### src/rtl/mc_controller.sv
// mc_controller: multicycle control FSM for an RV32I subset (lw, sw, R/I ALU, beq, jal).
// Outputs are decoded from the current state. The one exception is branch pcwrite,
// which also depends on the ALU flags in the BRANCH cycle.
// Optional feature macro: BRANCH_EXT_EN adds bne/blt/bge to the branch decode.
module mc_controller (
  input  logic       clk,
  input  logic       reset,
  input  logic [6:0] op,
  input  logic [2:0] funct3,
  input  logic       funct7b5,
  input  logic       zero,
  input  logic       lt,
  output logic       pcwrite,
  output logic       irwrite,
  output logic       memwrite,
  output logic       regwrite,
  output logic       adrsrc,
  output logic [1:0] resultsrc,
  output logic [1:0] alusrca,
  output logic [1:0] alusrcb,
  output logic [1:0] immsrc,
  output logic [3:0] alucontrol,
  output logic       illegal
);

  localparam logic [6:0] OP_LOAD   = 7'b0000011;
  localparam logic [6:0] OP_STORE  = 7'b0100011;
  localparam logic [6:0] OP_RTYPE  = 7'b0110011;
  localparam logic [6:0] OP_ITYPE  = 7'b0010011;
  localparam logic [6:0] OP_BRANCH = 7'b1100011;
  localparam logic [6:0] OP_JAL    = 7'b1101111;

  localparam logic [3:0] ALU_ADD  = 4'b0000;
  localparam logic [3:0] ALU_SUB  = 4'b0001;
  localparam logic [3:0] ALU_AND  = 4'b0010;
  localparam logic [3:0] ALU_OR   = 4'b0011;
  localparam logic [3:0] ALU_XOR  = 4'b0100;
  localparam logic [3:0] ALU_SLT  = 4'b0101;
  localparam logic [3:0] ALU_SLLI = 4'b0110;
  localparam logic [3:0] ALU_SRLI = 4'b0111;
  localparam logic [3:0] ALU_SRAI = 4'b1000;
  localparam logic [3:0] ALU_SLL  = 4'b1001;
  localparam logic [3:0] ALU_SRL  = 4'b1010;
  localparam logic [3:0] ALU_SRA  = 4'b1011;

  typedef enum logic [3:0] {
    FETCH    = 4'd0,
    DECODE   = 4'd1,
    MEMADR   = 4'd2,
    MEMREAD  = 4'd3,
    MEMWB    = 4'd4,
    MEMWRITE = 4'd5,
    EXECR    = 4'd6,
    EXECI    = 4'd7,
    ALUWB    = 4'd8,
    BRANCH   = 4'd9,
    JAL      = 4'd10
  } state_t;

  state_t     state_r;
  state_t     state_next_s;
  logic       legal_s;
  logic       br_legal_s;
  logic       taken_s;
  logic [3:0] alu_rtype_s;
  logic [3:0] alu_itype_s;
  logic       pcwrite_s;
  logic       irwrite_s;
  logic       memwrite_s;
  logic       regwrite_s;
  logic       illegal_s;

  // State register; reset abandons any in-flight instruction and restarts at FETCH
  always_ff @(posedge clk) begin
    if (reset) begin
      state_r <= FETCH;
    end else begin
      state_r <= state_next_s;
    end
  end

  // Immediate format select, purely from the opcode
  always_comb begin
    immsrc = 2'b00;
    case (op)
      OP_STORE:  immsrc = 2'b01;
      OP_BRANCH: immsrc = 2'b10;
      OP_JAL:    immsrc = 2'b11;
      default:   immsrc = 2'b00;
    endcase
  end

  // ALU operation for R-type and I-type; funct3=011 never reaches these states
  always_comb begin
    alu_rtype_s = ALU_ADD;
    alu_itype_s = ALU_ADD;
    case (funct3)
      3'b000:  begin alu_rtype_s = funct7b5 ? ALU_SUB : ALU_ADD; alu_itype_s = ALU_ADD; end
      3'b001:  begin alu_rtype_s = ALU_SLL; alu_itype_s = ALU_SLLI; end
      3'b010:  begin alu_rtype_s = ALU_SLT; alu_itype_s = ALU_SLT; end
      3'b100:  begin alu_rtype_s = ALU_XOR; alu_itype_s = ALU_XOR; end
      3'b101:  begin
        alu_rtype_s = funct7b5 ? ALU_SRA : ALU_SRL;
        alu_itype_s = funct7b5 ? ALU_SRAI : ALU_SRLI;
      end
      3'b110:  begin alu_rtype_s = ALU_OR; alu_itype_s = ALU_OR; end
      3'b111:  begin alu_rtype_s = ALU_AND; alu_itype_s = ALU_AND; end
      default: begin alu_rtype_s = ALU_ADD; alu_itype_s = ALU_ADD; end
    endcase
  end

`ifdef BRANCH_EXT_EN
  // Branch decode with bne/blt/bge: legality and taken outcome from the flags
  always_comb begin
    br_legal_s = 1'b0;
    taken_s    = 1'b0;
    case (funct3)
      3'b000:  begin br_legal_s = 1'b1; taken_s = zero;  end
      3'b001:  begin br_legal_s = 1'b1; taken_s = ~zero; end
      3'b100:  begin br_legal_s = 1'b1; taken_s = lt;    end
      3'b101:  begin br_legal_s = 1'b1; taken_s = ~lt;   end
      default: begin br_legal_s = 1'b0; taken_s = 1'b0;  end
    endcase
  end
`else
  logic unused_lt_s;
  assign unused_lt_s = lt;

  // Branch decode, beq only
  always_comb begin
    br_legal_s = 1'b0;
    taken_s    = 1'b0;
    case (funct3)
      3'b000:  begin br_legal_s = 1'b1; taken_s = zero; end
      default: begin br_legal_s = 1'b0; taken_s = 1'b0; end
    endcase
  end
`endif

  // Whole-instruction legality, evaluated in DECODE
  always_comb begin
    legal_s = 1'b0;
    case (op)
      OP_LOAD, OP_STORE, OP_JAL: legal_s = 1'b1;
      OP_RTYPE, OP_ITYPE:        legal_s = (funct3 != 3'b011);
      OP_BRANCH:                 legal_s = br_legal_s;
      default:                   legal_s = 1'b0;
    endcase
  end

  // Next-state and per-state control outputs; unlisted encodings fall back to FETCH
  always_comb begin
    state_next_s = FETCH;
    pcwrite_s    = 1'b0;
    irwrite_s    = 1'b0;
    memwrite_s   = 1'b0;
    regwrite_s   = 1'b0;
    illegal_s    = 1'b0;
    adrsrc       = 1'b0;
    resultsrc    = 2'b00;
    alusrca      = 2'b00;
    alusrcb      = 2'b00;
    alucontrol   = ALU_ADD;
    case (state_r)
      FETCH: begin
        irwrite_s    = 1'b1;
        alusrcb      = 2'b10;
        resultsrc    = 2'b10;
        pcwrite_s    = 1'b1;
        state_next_s = DECODE;
      end
      DECODE: begin
        alusrca = 2'b01;
        alusrcb = 2'b01;
        if (!legal_s) begin
          illegal_s    = 1'b1;
          state_next_s = FETCH;
        end else begin
          case (op)
            OP_LOAD, OP_STORE: state_next_s = MEMADR;
            OP_RTYPE:          state_next_s = EXECR;
            OP_ITYPE:          state_next_s = EXECI;
            OP_BRANCH:         state_next_s = BRANCH;
            OP_JAL:            state_next_s = JAL;
            default:           state_next_s = FETCH;
          endcase
        end
      end
      MEMADR: begin
        alusrca = 2'b10;
        alusrcb = 2'b01;
        if (op == OP_STORE) begin
          state_next_s = MEMWRITE;
        end else begin
          state_next_s = MEMREAD;
        end
      end
      MEMREAD: begin
        adrsrc       = 1'b1;
        state_next_s = MEMWB;
      end
      MEMWB: begin
        resultsrc    = 2'b01;
        regwrite_s   = 1'b1;
        state_next_s = FETCH;
      end
      MEMWRITE: begin
        adrsrc       = 1'b1;
        memwrite_s   = 1'b1;
        state_next_s = FETCH;
      end
      EXECR: begin
        alusrca      = 2'b10;
        alucontrol   = alu_rtype_s;
        state_next_s = ALUWB;
      end
      EXECI: begin
        alusrca      = 2'b10;
        alusrcb      = 2'b01;
        alucontrol   = alu_itype_s;
        state_next_s = ALUWB;
      end
      ALUWB: begin
        regwrite_s   = 1'b1;
        state_next_s = FETCH;
      end
      JAL: begin
        alusrca      = 2'b01;
        alusrcb      = 2'b10;
        pcwrite_s    = 1'b1;
        state_next_s = ALUWB;
      end
      BRANCH: begin
        alusrca      = 2'b10;
        alucontrol   = ALU_SUB;
        pcwrite_s    = taken_s;
        state_next_s = FETCH;
      end
      default: begin
        state_next_s = FETCH;
      end
    endcase
  end

  // Write enables and illegal are held low for as long as reset is asserted
  assign pcwrite  = pcwrite_s  & ~reset;
  assign irwrite  = irwrite_s  & ~reset;
  assign memwrite = memwrite_s & ~reset;
  assign regwrite = regwrite_s & ~reset;
  assign illegal  = illegal_s  & ~reset;

endmodule

### config.mk
export PLATFORM = sky130hd
export DESIGN_NAME = mc_controller
export DESIGN_NICKNAME = d
export VERILOG_FILES = /design/src/rtl/mc_controller.sv
export SDC_FILE = /design/constraint.sdc
export NUM_CORES = 1
export LEC_CHECK = 0
export BUFFER_PORTS_ARGS = -buffer_cell sky130_fd_sc_hd__buf_2
export CAP_MARGIN = 20
export CORE_MARGIN = 2
export CORE_UTILIZATION = 40
export CTS_BUF_LIST = sky130_fd_sc_hd__clkbuf_16
export CTS_CLUSTER_DIAMETER = 200
export DETAILED_ROUTE_END_ITERATION = 10
export PLACE_DENSITY = 0.75
export SYNTH_ARGS = -nofsm -noshare
export SYNTH_HDL_FRONTEND = slang
export SYNTH_SLANG_ARGS = --single-unit
### constraint.sdc
create_clock -name clk -period 1.1 [get_ports clk]
set_input_delay 0 -clock clk [delete_from_list [all_inputs] [get_ports clk]]
set_output_delay 0 -clock clk [all_outputs]
set_load 0.1 [all_outputs]
==> results of run 1 <==
## Yosys cell counts
| library cell | instances | area (um^2) |
|---|---|---|
| xor2_1 | 1 | 8.76 |
| o2111ai_1 | 1 | 8.76 |
| nor3_2 | 1 | 10.0 |
| inv_2 | 1 | 3.75 |
| nand3b_1 | 3 | 22.5 |
| or3_4 | 1 | 11.3 |
| nor2b_1 | 4 | 25.0 |
| and3_1 | 1 | 6.26 |
| nor2_1 | 7 | 26.3 |
| nand2b_1 | 6 | 37.5 |
| o21bai_1 | 1 | 7.51 |
| and4bb_2 | 1 | 12.5 |
| nand2_1 | 9 | 33.8 |
| nor3_1 | 7 | 35.0 |
| o211a_1 | 1 | 10.0 |
| a2111oi_1 | 2 | 20.0 |
| a41oi_1 | 1 | 8.76 |
| a211oi_2 | 1 | 12.5 |
| o22ai_1 | 1 | 6.26 |
| o21ai_1 | 4 | 20.0 |
| or2_4 | 1 | 8.76 |
| nand3_1 | 3 | 15.0 |
| o31ai_1 | 1 | 7.51 |
| a31oi_1 | 2 | 12.5 |
| o211ai_1 | 1 | 7.51 |
| buf_2 | 7 | 35.0 |
| dfxtp_1 | 4 | 80.1 |
| o21ai_0 | 5 | 25.0 |
| nor4b_1 | 1 | 8.76 |
| nand4b_1 | 1 | 8.76 |
| inv_1 | 3 | 11.3 |
| nor4_1 | 1 | 6.26 |
| nor4_2 | 1 | 12.5 |
| a21oi_1 | 8 | 40.0 |
| nand4_1 | 1 | 6.26 |
| xnor2_1 | 1 | 8.76 |
| nor3b_1 | 1 | 7.51 |
| or3_1 | 2 | 12.5 |
| o22a_1 | 1 | 8.76 |
## cells by family after synthesis
| kind of cell | after synthesis | share of synthesized area [%] |
|---|---|---|
| AO/OA/AOI/OAI | 30 | 30.1 |
| buffers and inverters | 11 | 7.71 |
| AND/OR/NAND/NOR | 52 | 47.2 |
| XOR/XNOR | 2 | 2.70 |
| flip-flops | 4 | 12.3 |
## through the flow
step	utilization [%]	instance area, um^2	instances
after floorplan	-	888	99
after global placement	96.9	1460	163
after detailed placement	96.9	1460	163
==> results.ini, run 1 <==
[place]
io_buffers=31
gp_congestion=0.768
pre_cts_ws_ns=-0.309
place_hpwl_mm=2.88

[clock_network]
cts.sinks=4
htreeDepth=1
clock-root-buffer=clkbuf_16
clockBufferDepth=2
cts_buffers=3

[status]
tool.error=[ERROR DPL-0038] Utilization greater than 100%, impossible to legalize
status=aborted with a tool error
stop_stage=4_1_cts

[logic_synthesis]
netlist_instances=99
synth_cell_types=39
ys_seq_area_share_pct=12.3
synthesis.area_um2=649
syn_nets=114
syn_area_per_cell_um2=6.56
synth_warnings=0
synth-seq-cells=4

[floorplanning]
fp.dieH_um=44.3
fp.dieW_um=44.3
initial_core_util_pct=43.1
fp-row-count=14
io_pins=33

==> run 2: changes to the inputs <==
==> config.mk (replaced) <==
export PLATFORM = sky130hd
export DESIGN_NAME = mc_controller
export DESIGN_NICKNAME = d
export VERILOG_FILES = /design/src/rtl/mc_controller.sv
export SDC_FILE = /design/constraint.sdc
export NUM_CORES = 1
export LEC_CHECK = 0
export BUFFER_PORTS_ARGS = -buffer_cell sky130_fd_sc_hd__buf_2
export CAP_MARGIN = 20
export CORE_AREA = 2 2 63 65
export DETAILED_ROUTE_END_ITERATION = 10
export DIE_AREA = 0 0 65 67
export PLACE_DENSITY_LB_ADDON = 0.15
export SYNTH_ARGS = -nofsm -noshare
export SYNTH_HDL_FRONTEND = slang
export SYNTH_SLANG_ARGS = --single-unit
==> constraint.sdc (replaced) <==
create_clock -name clk -period 1.4 [get_ports clk]
set_input_delay 0 -clock clk [delete_from_list [all_inputs] [get_ports clk]]
set_output_delay 0 -clock clk [all_outputs]
set_load 0.1 [all_outputs]
==> results.ini, run 2 <==
[routing]
met1_length_mm=1.00
wl_met3_um=121
routedWlPerCell_um=12.5
wl_met2_mm=1.34
via_per_inst=4.64
detail_route.wirelength_mm=2.51
drc_errors=0
firstDrtPassIters=4
drtIter0Drc=19
top_layer=met4
ant_nets=0
vias=933

[pwr]
ir_worst_vdd_v=0.000228
fin_total_pwr_mw=0.793
leakage_nw=0.624
p_per_area_nw_per_um2=484

[logic_synthesis]
synth-simple-area-share_pct=47.2  ; unchanged
synth-xor-area-share_pct=2.70  ; unchanged
ys.flop_type=dfxtp_1  ; unchanged
synth-seq-cells=4  ; unchanged
synth_cell_types=39  ; unchanged
synthesis.area_um2=649  ; unchanged
synth_edf_count=0  ; unchanged
syn_nets=114  ; unchanged
synth_compound_area_share_pct=30.1  ; unchanged
netlist_instances=99  ; unchanged
synth_top_family_by_area=simple AND/OR/NAND/NOR gates  ; unchanged
yosys.area_share.adder_pct=0  ; unchanged
synthTopCellsByArea=dfxtp_1 (12%), a21oi_1 (6.2%), nand2b_1 (5.8%)  ; unchanged
yosysTopAreaCell=dfxtp_1  ; unchanged
ys_seq_area_share_pct=12.3  ; unchanged
synth_top_area_share_pct=12.3  ; unchanged
yosysMostFrequentCell=nand2_1  ; unchanged
ys_async_sr_fraction_pct=0  ; unchanged
synth.cells.most_frequent=nand2_1 (9), a21oi_1 (8), buf_2 (7), nor2_1 (7), nor3_1 (7)  ; unchanged
yosys-mux-area-fraction_pct=0  ; unchanged
synth_warnings=0  ; unchanged
syn_area_per_cell_um2=6.56  ; unchanged

[worst_setup_path]
crit_slowest_cell=dfxtp_4
path_max_fanout=4
path_depth=4
rrSetupSlack_ns=0.02
r2r_start=state_r[3]
ff2ff_path_depth=6
critPathLaunchType=flop
worstPathRequired_ns=1.40
crit_type=reg2out
path_cells=or3_4 > or2_4 > a211oi_4 > buf_12
crit_end=illegal
critical_path_arrival_ns=1.56
endpoint_kind=output port
critPathTopFamily=simple AND/OR/NAND/NOR gates
rr_endpoint=state_r[0]
cpPeakStageDelay_ns=0.34
path_buf_inv=1
startpoint=state_r[3]

[sta]
finalClockSkew_ns=0.000951
clock.fmax_mhz=640
worst_slack_ns=-0.163
worst_slew_pin_slew_ns=0.484
slew_headroom_pct=67.9
layout_min_cycle_time_ns=1.56
rsz0062_at_grt=yes
final_hold_viol_count=0
fin_crit_sh_pct=112
setup_violations=8
timing.final.max_slew_violations=0

[finish]
reg_top3=state_r: 4 flops
multi_input_area_um2=782
nFillCells=342
largest_reg_flops=4
final_common_cell=buf_4
mostFrequentLayoutCells=buf_4 (18), buf_12 (17), buf_2 (14)
num_antenna_cells=0
layout-drive-gt1-share_pct=65.4
regMostFlops=state_r
area_growth_pct=152
stdcell_count=201
regArea_um2=92.6
fin_nets=170

[clock_network]
ctsHoldBuffers=0
clkLatencyLatePin_ns=0.22
clk_pin_slew_ns=0.03
cts_buffers=3  ; unchanged
clockBufferDepth=2  ; unchanged
htreeDepth=1  ; unchanged
cts_tree=done
clock-root-buffer=clkbuf_8  ; was clkbuf_16
cts.sinks=4  ; unchanged

[place]
place_hpwl_mm=1.97  ; was 2.88 mm
io_buffers=31  ; unchanged
gp_congestion=0.745  ; was 0.768
dp.cells=186  ; was 163

[status]
status=finished, violations left  ; was aborted with a tool error
violations=negative setup slack

[global_routing]
grt_max_degree=13
grt_pass1_vias=924
grt.overflow.total=0
antenna_found_initial=0
grt_usage_pct=12.2
grt_pass1_wl_mm=4.20

[min_path]
hold_path_startpoint=op[4]
hold_class=in2reg

[floorplanning]
fp-row-count=22  ; was 14
initial_core_util_pct=18.0  ; was 43.1%
core_um2=3610
fp.dieH_um=67  ; was 44.3 um
die-area_um2=4360
io_pins=33  ; unchanged
fp.dieW_um=65  ; was 44.3 um

[run]
cap_violations=0

[run 2: layout make-up]
cell class,instances,area share (%)
multi-input combinational,84,47.7
timing repair buffer,58,39.5
sequential,4,5.65
tap,48,3.67
clock buffer,3,2.52
inverter,4,0.917
[run 2: power by group]
part | switching (mW) | internal (mW)
Clock | 0.0603 | 0.183
Combinational | 0.262 | 0.167
Sequential | 0.00674 | 0.114
[run 2: stage by stage]
stage	instance area [um^2]	setup WS, ns	hold WS, ns	utilization, %	setup TNS, ns
floorplan	866	-0.889	0.0960	-	-4.62
global placement	1390	0.0577	0.310	38.5	0
detailed placement	1390	0.0454	0.311	38.5	0
CTS	1570	-0.166	0.0778	43.5	-0.639
global route	1640	-0.202	0.111	45.4	-1.19
finish	1640	-0.163	0.0782	45.4	-0.516
[run 2: tightest hold or removal path, stage by stage]
cell and delay, ns:
buf_2 0.13, nand4_1 0.07, nand2_1 0.05
[run 2: worst min path at each step]
| stage | to | slack, ns | cells after the start |
|---|---|---|---|
| 5_1_grt | state_r[2] | 0.11 | 3 |
| 3_5_place_dp | state_r[2] | 0.31 | 3 |
| 6_report | state_r[2] | 0.08 | 3 |
| 2_1_floorplan | pcwrite | 0.1 | 1 |
| 4_1_cts | state_r[2] | 0.08 | 3 |
| 3_3_place_gp | state_r[2] | 0.31 | 3 |
[run 2: what timing repair did]
item | in CTS | in global routing
resized for setup | 20 | 10
buffers inserted | 9 | 3
gates cloned | 0 | 0
pin swaps | 8 | 8
endpoints found under the setup margin | 13 | 17
[run 2: metal layers]
metal | GRT usage, % | up-vias
li1 | - | 477
met1 | 14.4 | 423
met2 | 22.4 | 29
met3 | 0.676 | 4
met4 | 5.59 | 0
met5 | 0 | -
[run 2: logic make-up (layout without fill, tap and decap cells)]
| kind of cell | after synthesis | in the layout |
|---|---|---|
| AND/OR/NAND/NOR | 52 | 52 |
| flip-flops | 4 | 4 |
| buffers and inverters | 11 | 65 |
| AO/OA/AOI/OAI | 30 | 30 |
| XOR/XNOR | 2 | 2 |
Power figures use the tool's default switching activity.
